$ cat config.mk
export PLATFORM = sky130hd
export DESIGN_NAME = ir_packet_tx_flat
export DESIGN_NICKNAME = d
export VERILOG_FILES = /design/src/rtl/ir_packet_tx_if.sv /design/src/rtl/ir_packet_tx.sv /design/src/flat_wrapper.sv
export SDC_FILE = /design/constraint.sdc
export NUM_CORES = 1
export LEC_CHECK = 0
export ABC_CLOCK_PERIOD_IN_PS = 4700
export BUFFER_PORTS_ARGS = -buffer_cell sky130_fd_sc_hd__buf_2
export CAP_MARGIN = 40
export CORE_MARGIN = 5
export CORE_UTILIZATION = 35
export CTS_CLUSTER_SIZE = 14
export DETAILED_ROUTE_END_ITERATION = 10
export GPL_TIMING_DRIVEN = 0
export PLACE_DENSITY = 0.5
export SLEW_MARGIN = 20
export SYNTH_ARGS = -nofsm -noshare
export SYNTH_HDL_FRONTEND = slang
export SYNTH_SLANG_ARGS = --single-unit
$ cat constraint.sdc
create_clock -name CLK -period 4.7 [get_ports CLK]
set_clock_uncertainty 0.2 [all_clocks]
set_input_delay 0 -clock CLK [delete_from_list [all_inputs] [get_ports CLK]]
set_output_delay 0 -clock CLK [all_outputs]
set_load 0.05 [all_outputs]
$ cat src/rtl/ir_packet_tx_if.sv
// Packet request / IR drive bundle between the 10 Hz tick logic and ir_packet_tx.
// DONE exists only when IR_TX_DONE_PULSE_EN is defined.
interface ir_packet_tx_if;
    logic       SEND_PACKET;
    logic [3:0] COMMAND;
    logic       BUSY;
    logic       IR_LED;
`ifdef IR_TX_DONE_PULSE_EN
    logic       DONE;

    modport master (output SEND_PACKET, output COMMAND, input BUSY, input IR_LED, input DONE);
    modport slave  (input SEND_PACKET, input COMMAND, output BUSY, output IR_LED, output DONE);
`else
    modport master (output SEND_PACKET, output COMMAND, input BUSY, input IR_LED);
    modport slave  (input SEND_PACKET, input COMMAND, output BUSY, output IR_LED);
`endif
endinterface

$ cat src/rtl/ir_packet_tx.sv
// Serialises one IR packet (start, car-select, four command bits) per SEND_PACKET tick.
// Optional macro IR_TX_DONE_PULSE_EN adds a one-cycle DONE pulse on the last packet cycle.
//
// state  | meaning
// IDLE   | waiting for SEND_PACKET
// START  | start burst
// SELECT | car-select burst
// RIGHT  | command bit [3] burst
// LEFT   | command bit [2] burst
// BACK   | command bit [1] burst
// FWD    | command bit [0] burst
// GAPn   | silent gap after the preceding burst; GAP5 returns to IDLE
module ir_packet_tx #(
    parameter int unsigned CARRIER_HALF_PERIOD   = 1389,
    parameter int unsigned START_BURST_SIZE      = 88,
    parameter int unsigned CAR_SELECT_BURST_SIZE = 22,
    parameter int unsigned GAP_SIZE              = 40,
    parameter int unsigned ASSERT_BURST_SIZE     = 44,
    parameter int unsigned DEASSERT_BURST_SIZE   = 22
) (
    input  logic          CLK,
    input  logic          RESET,
    ir_packet_tx_if.slave bus
);

    typedef enum logic [3:0] {
        IDLE, START, GAP0, SELECT, GAP1, RIGHT, GAP2,
        LEFT, GAP3, BACK, GAP4, FWD, GAP5
    } state_t;

    localparam logic [15:0] PHASE_LAST = 16'(2 * CARRIER_HALF_PERIOD - 1);
    localparam logic [15:0] PHASE_HIGH = 16'(CARRIER_HALF_PERIOD);
    localparam logic [15:0] SZ_START   = 16'(START_BURST_SIZE);
    localparam logic [15:0] SZ_SELECT  = 16'(CAR_SELECT_BURST_SIZE);
    localparam logic [15:0] SZ_GAP     = 16'(GAP_SIZE);
    localparam logic [15:0] SZ_ONE     = 16'(ASSERT_BURST_SIZE);
    localparam logic [15:0] SZ_ZERO    = 16'(DEASSERT_BURST_SIZE);

    state_t      state_q, state_d;
    logic [15:0] phase_q, phase_d;
    logic [15:0] period_q, period_d;
    logic [3:0]  cmd_q, cmd_d;
    logic        led_q, led_d;
    logic [15:0] seg_size;
    logic        seg_last;

    always_comb begin
        seg_size = SZ_GAP;
        case (state_q)
            START:   seg_size = SZ_START;
            SELECT:  seg_size = SZ_SELECT;
            RIGHT:   seg_size = cmd_q[3] ? SZ_ONE : SZ_ZERO;
            LEFT:    seg_size = cmd_q[2] ? SZ_ONE : SZ_ZERO;
            BACK:    seg_size = cmd_q[1] ? SZ_ONE : SZ_ZERO;
            FWD:     seg_size = cmd_q[0] ? SZ_ONE : SZ_ZERO;
            default: seg_size = SZ_GAP;
        endcase
    end

    assign seg_last = (phase_q == PHASE_LAST) && (period_q == seg_size - 16'd1);

    always_comb begin
        state_d  = state_q;
        phase_d  = phase_q + 16'd1;
        period_d = period_q;
        cmd_d    = cmd_q;
        if (state_q == IDLE) begin
            phase_d  = 16'd0;
            period_d = 16'd0;
            if (bus.SEND_PACKET) begin
                state_d = START;
                cmd_d   = bus.COMMAND;
            end
        end else if (seg_last) begin
            state_d  = (state_q == GAP5) ? IDLE : state_t'(state_q + 4'd1);
            phase_d  = 16'd0;
            period_d = 16'd0;
        end else if (phase_q == PHASE_LAST) begin
            phase_d  = 16'd0;
            period_d = period_q + 16'd1;
        end
        // The LED register is loaded from the next state so it lines up with it.
        led_d = (state_d inside {START, SELECT, RIGHT, LEFT, BACK, FWD}) &&
                (phase_d < PHASE_HIGH);
    end

    always_ff @(posedge CLK) begin
        if (RESET) begin
            state_q  <= IDLE;
            phase_q  <= 16'd0;
            period_q <= 16'd0;
            cmd_q    <= 4'd0;
            led_q    <= 1'b0;
        end else begin
            state_q  <= state_d;
            phase_q  <= phase_d;
            period_q <= period_d;
            cmd_q    <= cmd_d;
            led_q    <= led_d;
        end
    end

    assign bus.IR_LED = led_q;
    assign bus.BUSY   = (state_q != IDLE);

`ifdef IR_TX_DONE_PULSE_EN
    assign bus.DONE = (state_q == GAP5) && seg_last && !RESET;
`endif

endmodule

$ cat src/flat_wrapper.sv
// flat-port wrapper written by rule: the top's interface ports become plain ports
module ir_packet_tx_flat 
#(
    parameter int unsigned CARRIER_HALF_PERIOD   = 1389,
    parameter int unsigned START_BURST_SIZE      = 88,
    parameter int unsigned CAR_SELECT_BURST_SIZE = 22,
    parameter int unsigned GAP_SIZE              = 40,
    parameter int unsigned ASSERT_BURST_SIZE     = 44,
    parameter int unsigned DEASSERT_BURST_SIZE   = 22
)
  (CLK, RESET, bus_SEND_PACKET, bus_COMMAND, bus_BUSY, bus_IR_LED);
  ir_packet_tx_if bus_i ();
  input  logic CLK;
  input  logic RESET;
  input wire logic [$bits(bus_i.SEND_PACKET)-1:0] bus_SEND_PACKET;
  input wire logic [$bits(bus_i.COMMAND)-1:0] bus_COMMAND;
  output wire logic [$bits(bus_i.BUSY)-1:0] bus_BUSY;
  output wire logic [$bits(bus_i.IR_LED)-1:0] bus_IR_LED;
  assign bus_i.SEND_PACKET = bus_SEND_PACKET;
  assign bus_i.COMMAND = bus_COMMAND;
  assign bus_BUSY = bus_i.BUSY;
  assign bus_IR_LED = bus_i.IR_LED;
  ir_packet_tx #(.CARRIER_HALF_PERIOD(CARRIER_HALF_PERIOD), .START_BURST_SIZE(START_BURST_SIZE), .CAR_SELECT_BURST_SIZE(CAR_SELECT_BURST_SIZE), .GAP_SIZE(GAP_SIZE), .ASSERT_BURST_SIZE(ASSERT_BURST_SIZE), .DEASSERT_BURST_SIZE(DEASSERT_BURST_SIZE)) u_core (.CLK(CLK), .RESET(RESET), .bus(bus_i));
endmodule
==> impl_metrics.env <==
export IMPL_status="complete, no violations"
export IMPL_grt_pass1_vias=2051
export IMPL_critPathMaxFanout=6
export IMPL_antenna_found_initial=0
export IMPL_grt_total_usage_pct=12.3
export IMPL_synth_area_sq_um=2480
export IMPL_synth_compound_area_share_pct=12.8
export IMPL_wl_per_cell_microns=12.2
export IMPL_synthMuxAreaShare_pct=2.82
export IMPL_grt_max_degree=13
export IMPL_cts_path_max_buffers=2
export IMPL_dieHeight_microns=94.3
export IMPL_synthDistinctLibCells=59
export IMPL_combPwrFrac_pct=9.4
export IMPL_cts_clk_slew_worst_paths_ns=0.08
export IMPL_die_area_sq_um=8880
export IMPL_crit_end="u_core.bus.IR_LED"
export IMPL_worstSetupStartpointType="flop"
export IMPL_final_cells=412
export IMPL_synthTopCellsByArea="dfxtp_1 (33%), nor2_1 (7.7%), xor2_1 (6.7%)"
export IMPL_tns_ns=0
export IMPL_hold_class="input port to flop"
export IMPL_synthAdderAreaFrac_pct=4.03
export IMPL_p_int_mw=0.552
export IMPL_synth_warnings=0
export IMPL_max_freq_mhz=308
export IMPL_crit_path_max_incr_delay_ns=0.37
export IMPL_yosysTopAreaCell="dfxtp_1"
export IMPL_vias_per_cell=4.94
export IMPL_cts_resized=0
export IMPL_yosysSeqAreaShare_pct=33.0
export IMPL_grt_overflow_total=0
export IMPL_rr_startpoint="u_core.state_q[1]"
export IMPL_yosys_cell_count_top_type="nor2_1"
export IMPL_p_sw_mw=0.167
export IMPL_ys_ff_latch=41
export IMPL_grt_pass1_wl_microns=8890
export IMPL_cp_cell_sequence="inv_1 > ha_1 > nor2b_1 > o21ai_0 > ha_1 > xor2_1 > nand3_1 > nor4_4 > o211ai_1 > a31oi_2 > nor2_1 > or3_1 > nor4_2"
export IMPL_cp_arrival_ns=3.25
export IMPL_final_nets=330
export IMPL_cp_data_required_time_ns=4.70
export IMPL_synthSimpleGateAreaFrac_pct=30.7
export IMPL_r2r_end="u_core.bus.IR_LED"
export IMPL_cts_root_buffer="clkbuf_8"
export IMPL_rows=30
export IMPL_clock_latency_ns=0.29
export IMPL_diodes=0
export IMPL_area_growth_pct=12.9
export IMPL_sw_frac_of_total_pct=23.2
export IMPL_synth_top_family_by_area="simple AND/OR/NAND/NOR gates"
export IMPL_cts_buffers=5
export IMPL_port_buffers=7
export IMPL_routed_via_count=2037
export IMPL_syn_avg_cell_area_sq_um=8.39
export IMPL_drt_antenna_violating_nets=0
export IMPL_synth_xor_area_share_pct=11.6
export IMPL_synth_edf_count=0
export IMPL_dp_cells=399
export IMPL_ys_flop_type="dfxtp_1"
export IMPL_worstSetupPathType="flop to flop"
export IMPL_crit_top_cell="ha_1"
export IMPL_critPathLaunch="u_core.state_q[1]"
export IMPL_fp_dieW_microns=94.3
export IMPL_drive_gt1_share_pct=12.3
export IMPL_cts_max_level=2
export IMPL_maxCapViolations=0
export IMPL_rsz0062_at_grt="false"
export IMPL_placed_area_sq_um=2640
export IMPL_core_area_sq_um=6870
export IMPL_dp_hpwl_microns=3730
export IMPL_cts_sinks=41
export IMPL_slowest_stage="or3_1"
export IMPL_drtIter0Drc=68
export IMPL_drc_errors=0
export IMPL_async_reset_ff_share_pct=0
export IMPL_fin_hold_ws_ns=0.240
export IMPL_reg2reg_depth=13
export IMPL_cts_tree="yes"
export IMPL_finalSetupViolations=0
export IMPL_p_per_area_nw_per_um2=256
export IMPL_wirelength_microns=5010
export IMPL_yosys_area_top_type_share_pct=33.0
export IMPL_synthTopCellsByCount="nor2_1 (51), dfxtp_1 (41), xor2_1 (19)"
export IMPL_endpoint_kind="flop"
export IMPL_synth_nets=311
export IMPL_place_congestion=0.797
export IMPL_pwr_share_clk_pct=40.9
export IMPL_fin_area_sq_um=2810
export IMPL_total_power_mw=0.718
export IMPL_sequentialPowerShare_pct=49.8
export IMPL_timing_final_crit_share_pct=69.1
export IMPL_fin_crit_ns=3.25
export IMPL_ios=9
export IMPL_r2r_slack_ns=1.45
export IMPL_drt_pass1_iterations=4
export IMPL_max_vdd_ir_drop_mv=0.123
export IMPL_syn_inst=296
export IMPL_initial_utilization_pct=36.2
export IMPL_report_final_slew_viol_count=0
export IMPL_hold_viol=0
export IMPL_p_leak_nw=0.979
## layer usage
metal	wire length, microns	up-vias	global-route usage [%]
met2	2360	16	20.7
met4	42	0	3.49
li1	-	1071	-
met3	121	4	2.56
met5	0	-	0
met1	2490	946	15.7
## area by class of cell
class | instances | area, sq um
inverter | 10 | 37.5
tap | 96 | 120
buffer | 13 | 82.6
timing repair buffer | 12 | 85.1
sequential | 41 | 821
clock buffer | 7 | 86.3
multi-input combinational | 232 | 1540
clock inverter | 1 | 30.0
fill | 710 | 4060
## kinds of logic (layout without fill, tap and decap cells)
family | count (synthesis) | count (layout)
other cells | 1 | 1
flops | 41 | 41
fa+ha+maj | 8 | 8
xor+xnor | 33 | 33
buf+inv | 23 | 43
simple gates | 141 | 141
compound gates | 42 | 42
mux | 7 | 7
## registers in the layout, indices dropped and copies added, names as in the netlist
register and count:
u_core.period_q 16, u_core.state_q 4, u_core.phase_q 16, u_core.bus.IR_LED 1, u_core.cmd_q 4
## per-stage QoR
| step | worst slack, ns | utilization (%) |
|---|---|---|
| 2_1_floorplan | 1.84 | - |
| 3_3_place_gp | 1.41 | 38.4 |
| 3_5_place_dp | 1.41 | 38.4 |
| 4_1_cts | 1.39 | 40.9 |
| 5_1_grt | 1.16 | 40.9 |
| 6_report | 1.45 | 40.9 |
## power groups by stage
stage / sequential [mW] / clock, mW / combinational (mW)
after CTS: 0.357 / 0.308 / 0.0686
after floorplan: 0.368 / 0 / 0.0467
after global routing: 0.358 / 0.320 / 0.0755
after detailed placement: 0.366 / 0 / 0.0652
after global placement: 0.366 / 0 / 0.0647
final: 0.357 / 0.293 / 0.0674
## worst min path at each step
| stage | start | end | slack (ns) | depth (start not counted) |
|---|---|---|---|---|
| 6_report | bus_SEND_PACKET | u_core.cmd_q[0] | 0.24 | 5 |
| 5_1_grt | bus_SEND_PACKET | u_core.cmd_q[2] | 0.30 | 5 |
| 4_1_cts | bus_SEND_PACKET | u_core.cmd_q[3] | 0.23 | 5 |
| 3_5_place_dp | RESET | u_core.state_q[2] | 0.03 | 2 |
| 3_3_place_gp | RESET | u_core.state_q[0] | 0.03 | 2 |
| 2_1_floorplan | bus_COMMAND[0] | u_core.cmd_q[0] | -0.05 | 2 |
## layout by cell type, fill, tap and decap left out, drive strengths merged, types with 2 or more instances in the layout
master,n
nand3,15
nand2b,3
a21boi,3
and2b,2
inv,10
nor3b,3
nor4,6
o211ai,3
and3b,2
mux2i,7
a211oi,2
nand2,17
xor2,19
nor2,52
or3,7
nor3,6
a21oi,10
nand4,8
or2,3
clkbuf,13
and3,4
and4b,2
xnor2,14
buf,14
and4,5
dlygate4sd3,5
o21ai,10
ha,8
nor2b,2
a31oi,4
dfxtp,41
## what timing repair did
action | in CTS | in global routing
hold endpoints to repair | 11 | 0
hold buffers | 5 | 0
setup buffers | 0 | 0
## worst max-delay path, delay by kind of cell (launching register included)
kind                       cells  cell delay (ns)
buffers and inverters          1             0.09
DFF                            1             0.36
xor gates and xnor gates       1             0.15
and+or+nand+nor                6             1.19
AOI/OAI and AO/OA              3             0.63
adders and majority gates      2             0.54
Power figures use the tool's default switching activity.
